`src/rtl/svc_axil_sram_if_rd_pkg.sv`:
```
// Shared AXI-Lite constants for the SRAM read bridge.
package svc_axil_sram_if_rd_pkg;

  typedef enum logic [1:0] {
    AXI_RESP_OKAY   = 2'b00,
    AXI_RESP_EXOKAY = 2'b01,
    AXI_RESP_SLVERR = 2'b10,
    AXI_RESP_DECERR = 2'b11
  } axi_resp_e;

endpackage

```
`src/rtl/svc_axil_sram_if_rd_cnt.sv`:
```
// Up/down counter of reads accepted but not yet answered; saturates at zero.
module svc_axil_sram_if_rd_cnt #(
  parameter  int MAX_OUTSTANDING = 4,
  localparam int CW              = $clog2(MAX_OUTSTANDING + 1)
) (
  input  logic          clk,
  input  logic          rst,
  input  logic          i_inc,
  input  logic          i_dec,
  output logic [CW-1:0] o_count,
  output logic          o_below_limit
);

  logic [CW-1:0] r_count;

  always_ff @(posedge clk) begin
    if (rst) begin
      r_count <= '0;
    end else if (i_inc && !i_dec) begin
      r_count <= r_count + CW'(1);
    end else if (i_dec && !i_inc && (r_count != '0)) begin
      // A response with nothing tracked (e.g. issued before reset) is ignored.
      r_count <= r_count - CW'(1);
    end
  end

  assign o_count       = r_count;
  assign o_below_limit = (r_count < CW'(MAX_OUTSTANDING));

endmodule

```
`src/rtl/svc_axil_sram_if_rd.sv`:
```
// AXI-Lite read channel to SRAM command/response bridge; combinational paths,
// outstanding-read limit. Optional checks: `define SVC_AXIL_SRAM_IF_RD_ASSERT_EN.
module svc_axil_sram_if_rd
  import svc_axil_sram_if_rd_pkg::*;
#(
  parameter  int AXIL_ADDR_WIDTH = 20,
  parameter  int AXIL_DATA_WIDTH = 16,
  parameter  int MAX_OUTSTANDING = 4,
  localparam int LSB             = $clog2(AXIL_DATA_WIDTH) - 3,
  localparam int SAW             = AXIL_ADDR_WIDTH - LSB
) (
  input  logic                       clk,
  input  logic                       rst,

  input  logic                       s_axil_arvalid,
  output logic                       s_axil_arready,
  input  logic [AXIL_ADDR_WIDTH-1:0] s_axil_araddr,

  output logic [AXIL_DATA_WIDTH-1:0] s_axil_rdata,
  output logic [1:0]                 s_axil_rresp,
  output logic                       s_axil_rvalid,
  input  logic                       s_axil_rready,

  output logic                       sram_rd_cmd_valid,
  input  logic                       sram_rd_cmd_ready,
  output logic [SAW-1:0]             sram_rd_cmd_addr,

  input  logic                       sram_resp_rd_valid,
  output logic                       sram_resp_rd_ready,
  input  logic [AXIL_DATA_WIDTH-1:0] sram_resp_rd_data
);

  localparam int CW = $clog2(MAX_OUTSTANDING + 1);

  logic          w_can_issue;
  logic          w_below_limit;
  logic          w_ar_hs;
  logic          w_r_hs;
  logic [CW-1:0] w_count;

  svc_axil_sram_if_rd_cnt #(
    .MAX_OUTSTANDING(MAX_OUTSTANDING)
  ) u_cnt (
    .clk          (clk),
    .rst          (rst),
    .i_inc        (w_ar_hs),
    .i_dec        (w_r_hs),
    .o_count      (w_count),
    .o_below_limit(w_below_limit)
  );

  assign w_can_issue = !rst && w_below_limit;

  assign sram_rd_cmd_valid = s_axil_arvalid && w_can_issue;
  assign s_axil_arready    = sram_rd_cmd_ready && w_can_issue;
  assign sram_rd_cmd_addr  = s_axil_araddr[AXIL_ADDR_WIDTH-1:LSB];

  assign s_axil_rvalid      = sram_resp_rd_valid && !rst;
  assign s_axil_rdata       = sram_resp_rd_data;
  assign s_axil_rresp       = AXI_RESP_OKAY;
  assign sram_resp_rd_ready = s_axil_rready && !rst;

  assign w_ar_hs = s_axil_arvalid && s_axil_arready;
  assign w_r_hs  = s_axil_rvalid && s_axil_rready;

`ifdef SVC_AXIL_SRAM_IF_RD_ASSERT_EN
  a_ar_stable : assert property (@(posedge clk) disable iff (rst)
    (s_axil_arvalid && !s_axil_arready) |=> (s_axil_arvalid && $stable(s_axil_araddr)));

  a_r_tracked : assert property (@(posedge clk) disable iff (rst)
    w_r_hs |-> (w_count != '0));

  a_cnt_limit : assert property (@(posedge clk) disable iff (rst)
    w_count <= CW'(MAX_OUTSTANDING));
`else
  logic w_unused_count;
  assign w_unused_count = ^w_count;
`endif

endmodule

```
`config.mk`:
```
export PLATFORM = sky130hd
export DESIGN_NAME = svc_axil_sram_if_rd
export DESIGN_NICKNAME = d
export VERILOG_FILES = /design/src/rtl/svc_axil_sram_if_rd_pkg.sv /design/src/rtl/svc_axil_sram_if_rd_cnt.sv /design/src/rtl/svc_axil_sram_if_rd.sv
export SDC_FILE = /design/constraint.sdc
export NUM_CORES = 1
export LEC_CHECK = 0
export BUFFER_PORTS_ARGS = -buffer_cell sky130_fd_sc_hd__buf_4
export CELL_PAD_IN_SITES_DETAIL_PLACEMENT = 0
export CELL_PAD_IN_SITES_GLOBAL_PLACEMENT = 2
export CORE_ASPECT_RATIO = 1.25
export CORE_MARGIN = 5
export CORE_UTILIZATION = 12
export CTS_BUF_LIST = sky130_fd_sc_hd__clkbuf_16
export DETAILED_ROUTE_END_ITERATION = 10
export GPL_ROUTABILITY_DRIVEN = 1
export HOLD_SLACK_MARGIN = 0.05
export PLACE_DENSITY_LB_ADDON = 0.08
export SLEW_MARGIN = 10
export SYNTH_ARGS = -nofsm -noshare
export SYNTH_HDL_FRONTEND = slang
export SYNTH_SLANG_ARGS = --single-unit
```
`constraint.sdc`:
```
create_clock -name clk -period 2.4 [get_ports clk]
set_clock_uncertainty 0.1 [all_clocks]
set_input_delay 0.48 -clock clk [delete_from_list [all_inputs] [get_ports clk]]
set_output_delay 0.48 -clock clk [all_outputs]
set_load 0.01 [all_outputs]
```
-- After elaboration in Yosys (flattened, before gate mapping)
Index checks and enable logic that the tools add are counted.
- add/subtract/negate cells: 2
- order comparisons: 1
- mux-type cells: 2
- reduce and logical (&&, ||, !) cells: 15
- operators by type and width (operator ; count):
    1-bit logical AND ; 10
    3-bit 2-to-1 mux ; 2
    3-bit by 1-bit adder with 3-bit output (second input constant) ; 1
    1-bit zero test ; 3
    3-bit less-than comparator (second input constant) ; 1
    3-bit nonzero test ; 1
    3-bit by 1-bit subtractor with 3-bit output (second input constant) ; 1
    2-bit nonzero test ; 1
- register bits after elaboration: 3
- bits of input ports: 42
- output and inout port bits: 41
- logic and storage cells: 21

-- Depth between registers and ports, before layout
Gate-level depths: netlist (run 1).
- depth after elaboration: 9
- gate-level depth with buffers: 7
- depth with buffers taken out: 6

-- Hierarchy
A second synthesis (run 1) with hierarchy kept.
- cell total of the unflattened synthesis: 67
- area, all modules: 545.5 µm²
- by module, submodules not included (module ; times used ; cells each ; area each (µm²)):
    svc_axil_sram_if_rd ; 1 ; 44 ; 339.1
    svc_axil_sram_if_rd_cnt ; 1 ; 23 ; 206.4

-- Worst setup path before layout (run 1)
OpenSTA, ideal clock, no wires.
- path type: in2reg
- from: input port rst
- to: register u_cnt.r_count[2], in the netlist u_cnt.o_count[2]
- setup time: 0.074 ns
- arrival time: 2.094 ns
- data required time: 2.226 ns
- setup slack: 0.131 ns
- stages: 7
- cells stage by stage: buf_6 and3b_2 nor2_1 inv_1 fa_1 or4_1 a31oi_1
- longest elaborated chain between the ends: 8
- elaborated cells between the ends (all ways): 13
- classes of those cells: 1 x mux; 12 x reduce/logical
- RTL lines (item ; RTL line ; source):
    from (decl) ; svc_axil_sram_if_rd.sv:13 ; input logic rst,
    1-bit zero test ; svc_axil_sram_if_rd.sv:52, svc_axil_sram_if_rd.sv:58 ;
    1-bit logical AND ; svc_axil_sram_if_rd.sv:52 ; assign w_can_issue = !rst && w_below_limit;
    1-bit logical AND ; svc_axil_sram_if_rd.sv:55 ; assign s_axil_arready = sram_rd_cmd_ready && w_can_issue;
    1-bit logical AND ; svc_axil_sram_if_rd.sv:63 ; assign w_ar_hs = s_axil_arvalid && s_axil_arready;
    1-bit zero test ; svc_axil_sram_if_rd_cnt.sv:21 ; end else if (i_dec && !i_inc && (r_count != '0)) begin
    1-bit logical AND (2 in a row) ; svc_axil_sram_if_rd_cnt.sv:21 ;
    2-bit nonzero test (no source line) ; n/a ;
    to (signal assigned) ; svc_axil_sram_if_rd_cnt.sv:20 ; r_count <= r_count + CW'(1);
    to (signal assigned) ; svc_axil_sram_if_rd_cnt.sv:23 ; r_count <= r_count - CW'(1);
    to (decl) ; svc_axil_sram_if_rd_cnt.sv:14 ; logic [CW-1:0] r_count;
Parallel ways exist; a longest one is shown, timed or not.
A chain may end at the register's enable or synchronous reset.

-- Final worst setup path (run 1)
Same ends and word-level chain as after synthesis.

==> results of run 1 <==
==> through the flow <==
step	area, um2	utilization (%)	power, mW	setup TNS (ps)
final	531	12.2	0.371	0
after global routing	531	12.2	0.388	0
after detailed placement	452	10.4	0.114	-2.30
after floorplan	541	-	0.146	0
after global placement	452	10.4	0.116	-42.3
after CTS	531	12.2	0.378	0
==> cells in the final DEF (no fill, tap or decap), types with 2 or more instances in the layout <==
| master | instances |
|---|---|
| and2b_2 | 2 |
| clkbuf_16 | 3 |
| o21ai_0 | 2 |
| conb_1 | 2 |
| nand2_1 | 2 |
| nand3_1 | 2 |
| nor3b_1 | 2 |
| nor3_1 | 2 |
| inv_1 | 2 |
| dfxtp_1 | 3 |
| buf_4 | 17 |
==> report_power, final <==
group,switching [mW],leakage (nW),internal (mW)
sequential,0.00371,0.0245,0.0535
clock,0.0450,0.0423,0.215
combinational,0.0229,0.154,0.0310
total,0.0716,0.220,0.299
==> worst max-delay path: stages <==
cell       delay, ps
buf_4            120
nand4bb_2        260
nor2_1           140
inv_1             80
fa_1             390
or4_1            520
a31oi_1          170
==> layer usage <==
layer | GRT usage, % | part of all wire (%) | wire, um | vias to the layer above
met5 | 0 | 0 | 0 | -
met4 | 3.66 | 2.8 | 32 | 0
met3 | 1.92 | 11 | 130 | 6
met2 | 6.45 | 48 | 552 | 19
met1 | 4.31 | 38 | 442 | 156
li1 | - | - | - | 151
==> cell type report <==
| type | instances | area [um2] | share of cell area, % |
|---|---|---|---|
| multi-input combinational | 26 | 188 | 35.4 |
| clock buffer | 3 | 75.1 | 14.2 |
| clock inverter | 1 | 3.75 | 0.708 |
| tap | 58 | 72.6 | 13.7 |
| sequential | 3 | 60.1 | 11.3 |
| inverter | 1 | 3.75 | 0.708 |
| timing repair buffer | 17 | 128 | 24.1 |
==> worst min path at each step <==
stage | from | to | slack (ps) | cells past startpoint
finish | u_cnt.o_count[1] | u_cnt.o_count[1] | 430 | 2
global route | u_cnt.o_count[1] | u_cnt.o_count[1] | 460 | 2
CTS | u_cnt.o_count[1] | u_cnt.o_count[1] | 440 | 2
detailed placement | u_cnt.o_count[1] | u_cnt.o_count[1] | 430 | 2
global placement | u_cnt.o_count[1] | u_cnt.o_count[1] | 440 | 2
floorplan | u_cnt.o_count[1] | u_cnt.o_count[1] | 370 | 2
==> kinds of logic after synthesis <==
group,after synthesis,synth area share [%]
buffers and inverters,39,54.5
and+or+nand+nor,18,24.5
AOI/OAI and AO/OA,5,5.36
DFF,3,11.2
adders and majority gates,1,3.73
other,1,0.699
==> flow_summary.yaml, run 1 <==
outcome:
  outcome: "complete, no violations"
logic_synthesis:
  synth_commonest_cells: "buf_4, dfxtp_1"
  synthCells: 67
  synth.most_common_cell: "buf_4"
  async_flop_share_pct: 0
  ys_seq_area_share_pct: 11.2
  synth_ff_type: "dfxtp_1"
  syn_avg_cell_area_um2: 8.01
  ys_top_cells_by_area: "buf_4, dfxtp_1, fa_1, and2b_2, nand4bb_2"
  yosysTopAreaCellShare_pct: 51.7
  synth_cell_types: 23
  synth_edf_count: 0
  synth.largest_area_cell: "buf_4"
  synth_area_um2: 537
  ys_warn_count: 0
  synth_seq_cells: 3
clocking:
  cts_tree: "yes"
  htree_levels: 1
  cts.sink_count: 3
  clock-root-buffer: "clkbuf_16"
  clk_latency_ps: 220
  cts.clk_slew.worst_paths_ps: 30
  cts_hold_buf: 0
  post_cts_resized: 0
  clockBufferDepth: 2
  cts_made_buffers: 3
  cts_setup_buffers: 0
power_and_ir_drop:
  p_leak_nw: 0.220
  power.density_nw_per_um2: 699
  vdd_drop_max_v: 0.000151
place:
  place_hpwl_um: 975
  portBuffers: 9
  dpl_worst_slack_ps: -2.30
  placed_cells: 105
  gp_congestion: 0.592
sta:
  setup_slack_ps: 284
  finalCriticalPeriod_ps: 2120
  grt_setup_unrepaired: "no"
  slew_viol_final: 0
  min_period_over_period_pct: 88.2
  fmax_mhz: 473
  hold_slack_ps: 427
  setup_viol: 0
  hold_viol_final: 0
final_layout:
  antenna_cells: 0
  final_cells: 109
  nets: 95
  largest_reg_flops: 3
  area_delta_synth_final_pct: -1.17
  drive_gt1_share_pct: 49.0
  n_fill_cell: 511
critical_path:
  r2r_cells: 6
  reg2reg_from: "u_cnt.o_count[2]"
  cp-endpoint: "u_cnt.o_count[2]"
  crit_path_end_kind: "flip-flop"
  critPathKind: "in2reg"
  cp_max_fo: 4
  cp.arrival_ps: 2170
  r2r_setup_slack_ps: 360
  cp-start-kind: "primary input"
  r2r-end: "u_cnt.o_count[2]"
  required_ps: 2450
  startpoint: "rst"
hold_path:
  hp-class: "reg2reg"
detailed_routing:
  viasPerCell: 3.05
  totalWireLength_um: 1160
  drc: 0
  routedWlPerCell_um: 10.6
  vias: 332
  first_pass_iters: 4
  ant_nets: 0
  drt-initial-drc-count: 3
grt:
  grt_first_pass_wirelength_um: 1950
  grt_overflow: 0
  grt_pass1_vias: 405
  grt_max_degree: 8
  grt_usage_pct: 4.21
  grt_antenna_before_repair: 0
floorplan:
  design.die.area_um2: 5920
  fp.dieH_um: 84.8
  core_um2: 4360
  io_pins: 83
  chipWidth_um: 69.8
  core.rowCount: 27
  initial_utilization_pct: 12.3
job:
  maxCapViolations: 0
Note: power is estimated with default switching activity, not from simulation.
==> inputs of run 2 (changes only) <==
- CAP_MARGIN: unset -> 10
- clock period: 2.4 -> 2.2 ns (I/O delays scaled with it)
==> run 2 against run 1 <==
  * Cell count unchanged
  * Non-clock buffer count is the same
  * Largest power group unchanged
  * Routed wire length shrank 8.3%
  * Global-route usage shrank 0.44 points
  * Largest cell class unchanged
  * Via count grew 1.2%
  * Sequential power grew 8.9%
  * Sequential share of layout area shrank 0.053 points
  * Critical path type unchanged
==> flow_summary.yaml, run 2 (same netlist as run 1, synthesis figures left out) <==
sta:
  hold_slack_ps: 403
  fmax_mhz: 488
  setup_viol: 0
  setup_slack_ps: 150
  finalSetupTns_ps: 0
  grt_setup_unrepaired: "no"
  hold_viol_final: 0
  finalCriticalPeriod_ps: 2050
  slew_viol_final: 0
  min_period_over_period_pct: 93.2
critical_path:
  cp-start-kind: "primary input"
  critPathKind: "in2reg"
  cp.arrival_ps: 2100
  crit_path_end_kind: "flip-flop"
  r2r-end: "u_cnt.o_count[2]"
  cp_max_fo: 4
  reg2reg_from: "u_cnt.o_count[2]"
  r2r_setup_slack_ps: 180
  required_ps: 2250
  r2r_cells: 6
final_layout:
  drive_gt1_share_pct: 51.0
  final_area_um2: 533
  final_util_pct: 12.2
  final_common_cell: "buf_4"
  mostFrequentLayoutCells: "buf_4, clkbuf_16, dfxtp_1"
  seqCellArea_um2: 60.1
  nets: 95
  n_fill_cell: 507
  antenna_cells: 0
  multi_input_area_um2: 190
  area_delta_synth_final_pct: -0.699
  largest_reg_flops: 3
  final_cells: 109
power_and_ir_drop:
  vdd_drop_max_v: 0.000182
  p_int_mw: 0.325
  power.density_nw_per_um2: 762
  switching_share_pct: 19.9
  power.total_mw: 0.406
  clkPwrFrac_pct: 70.5
  power_frac_seq_pct: 15.3
  p_leak_nw: 0.219
  p_sw_mw: 0.0807
  p_comb_share_pct: 14.2
hold_path:
  holdCritStartpoint: "u_cnt.o_count[1]"
  min_delay_worst_endpoint: "u_cnt.o_count[1]"
  hold_depth: 2
  hp-class: "reg2reg"
clocking:
  clock-root-buffer: "clkbuf_16"
  post_cts_resized: 0
  htree_levels: 1
  clockBufferDepth: 2
  cts.clk_slew.worst_paths_ps: 30
  cts.sink_count: 3
  cts_made_buffers: 3
  cts_tree: "yes"
  cts_hold_buf: 0
  clk_latency_ps: 220
  cts_setup_buffers: 0
detailed_routing:
  totalWireLength_um: 1060
  dr_wl_met3_um: 86
  first_pass_iters: 1
  drc: 0
  top_layer: "met4"
  ant_nets: 0
  vias: 336
  wl_met2_um: 530
  drt-initial-drc-count: 0
  wl_met1_um: 417
  viasPerCell: 3.08
  routedWlPerCell_um: 9.73
floorplan:
  core_um2: 4360
  io_pins: 83
  initial_utilization_pct: 12.3
  design.die.area_um2: 5920
  core.rowCount: 27
  chipWidth_um: 69.8
  fp.dieH_um: 84.8
grt:
  grt_antenna_before_repair: 0
  grt_first_pass_wirelength_um: 1750
  grt_usage_pct: 3.78
  grt_overflow: 0
  grt_pass1_vias: 387
  grt_max_degree: 7
place:
  dpl_worst_slack_ps: -118
  placed_cells: 105
  place_area_um2: 454
  gp_congestion: 0.620
  place_hpwl_um: 853
  portBuffers: 9
outcome:
  outcome: "complete, no violations"
job:
  maxCapViolations: 0
-- run 2: changes by cell type in the layout (fill, tap and decap cells not counted) --
| cell | change |
|---|---|
| nor2_1 | -1 |
| nor2_2 | +1 |
-- run 2: area by class of cell --
| cell class | instances | share of cell area (%) |
|---|---|---|
| repair buffers | 17 | 23.9 |
| well taps | 58 | 13.6 |
| multi-input cells | 26 | 35.7 |
| inverters | 1 | 0.704 |
| clock inverters | 1 | 0.704 |
| clock buffers | 3 | 14.1 |
| flip-flops and latches | 3 | 11.3 |
-- run 2: worst max-delay path, stage by stage --
cell and delay (ps):
buf_4 120, nand4bb_2 270, nor2_2 130, inv_1 70, fa_1 390, or4_1 520, a31oi_1 160
-- run 2: power groups by stage --
stage | clock [mW] | combinational [mW] | sequential [mW]
global placement | 0 | 0.0618 | 0.0634
finish | 0.286 | 0.0576 | 0.0623
CTS | 0.288 | 0.0591 | 0.0623
floorplan | 0 | 0.0974 | 0.0622
detailed placement | 0 | 0.0588 | 0.0629
global route | 0.294 | 0.0648 | 0.0630
-- run 2: worst max-delay path by stage --
stage,from,to,slack (ps)
after floorplan,rst,u_cnt.o_count[2],20
after global placement,rst,u_cnt.o_count[2],-160
after detailed placement,rst,u_cnt.o_count[2],-120
after CTS,rst,u_cnt.o_count[2],130
after global routing,rst,u_cnt.o_count[2],20
final,rst,u_cnt.o_count[2],150
-- run 2: per-layer routing --
| layer | track usage (%) | up-vias |
|---|---|---|
| li1 | - | 149 |
| met1 | 3.61 | 165 |
| met2 | 5.85 | 15 |
| met3 | 2.04 | 7 |
| met4 | 3.31 | 0 |
| met5 | 0 | - |
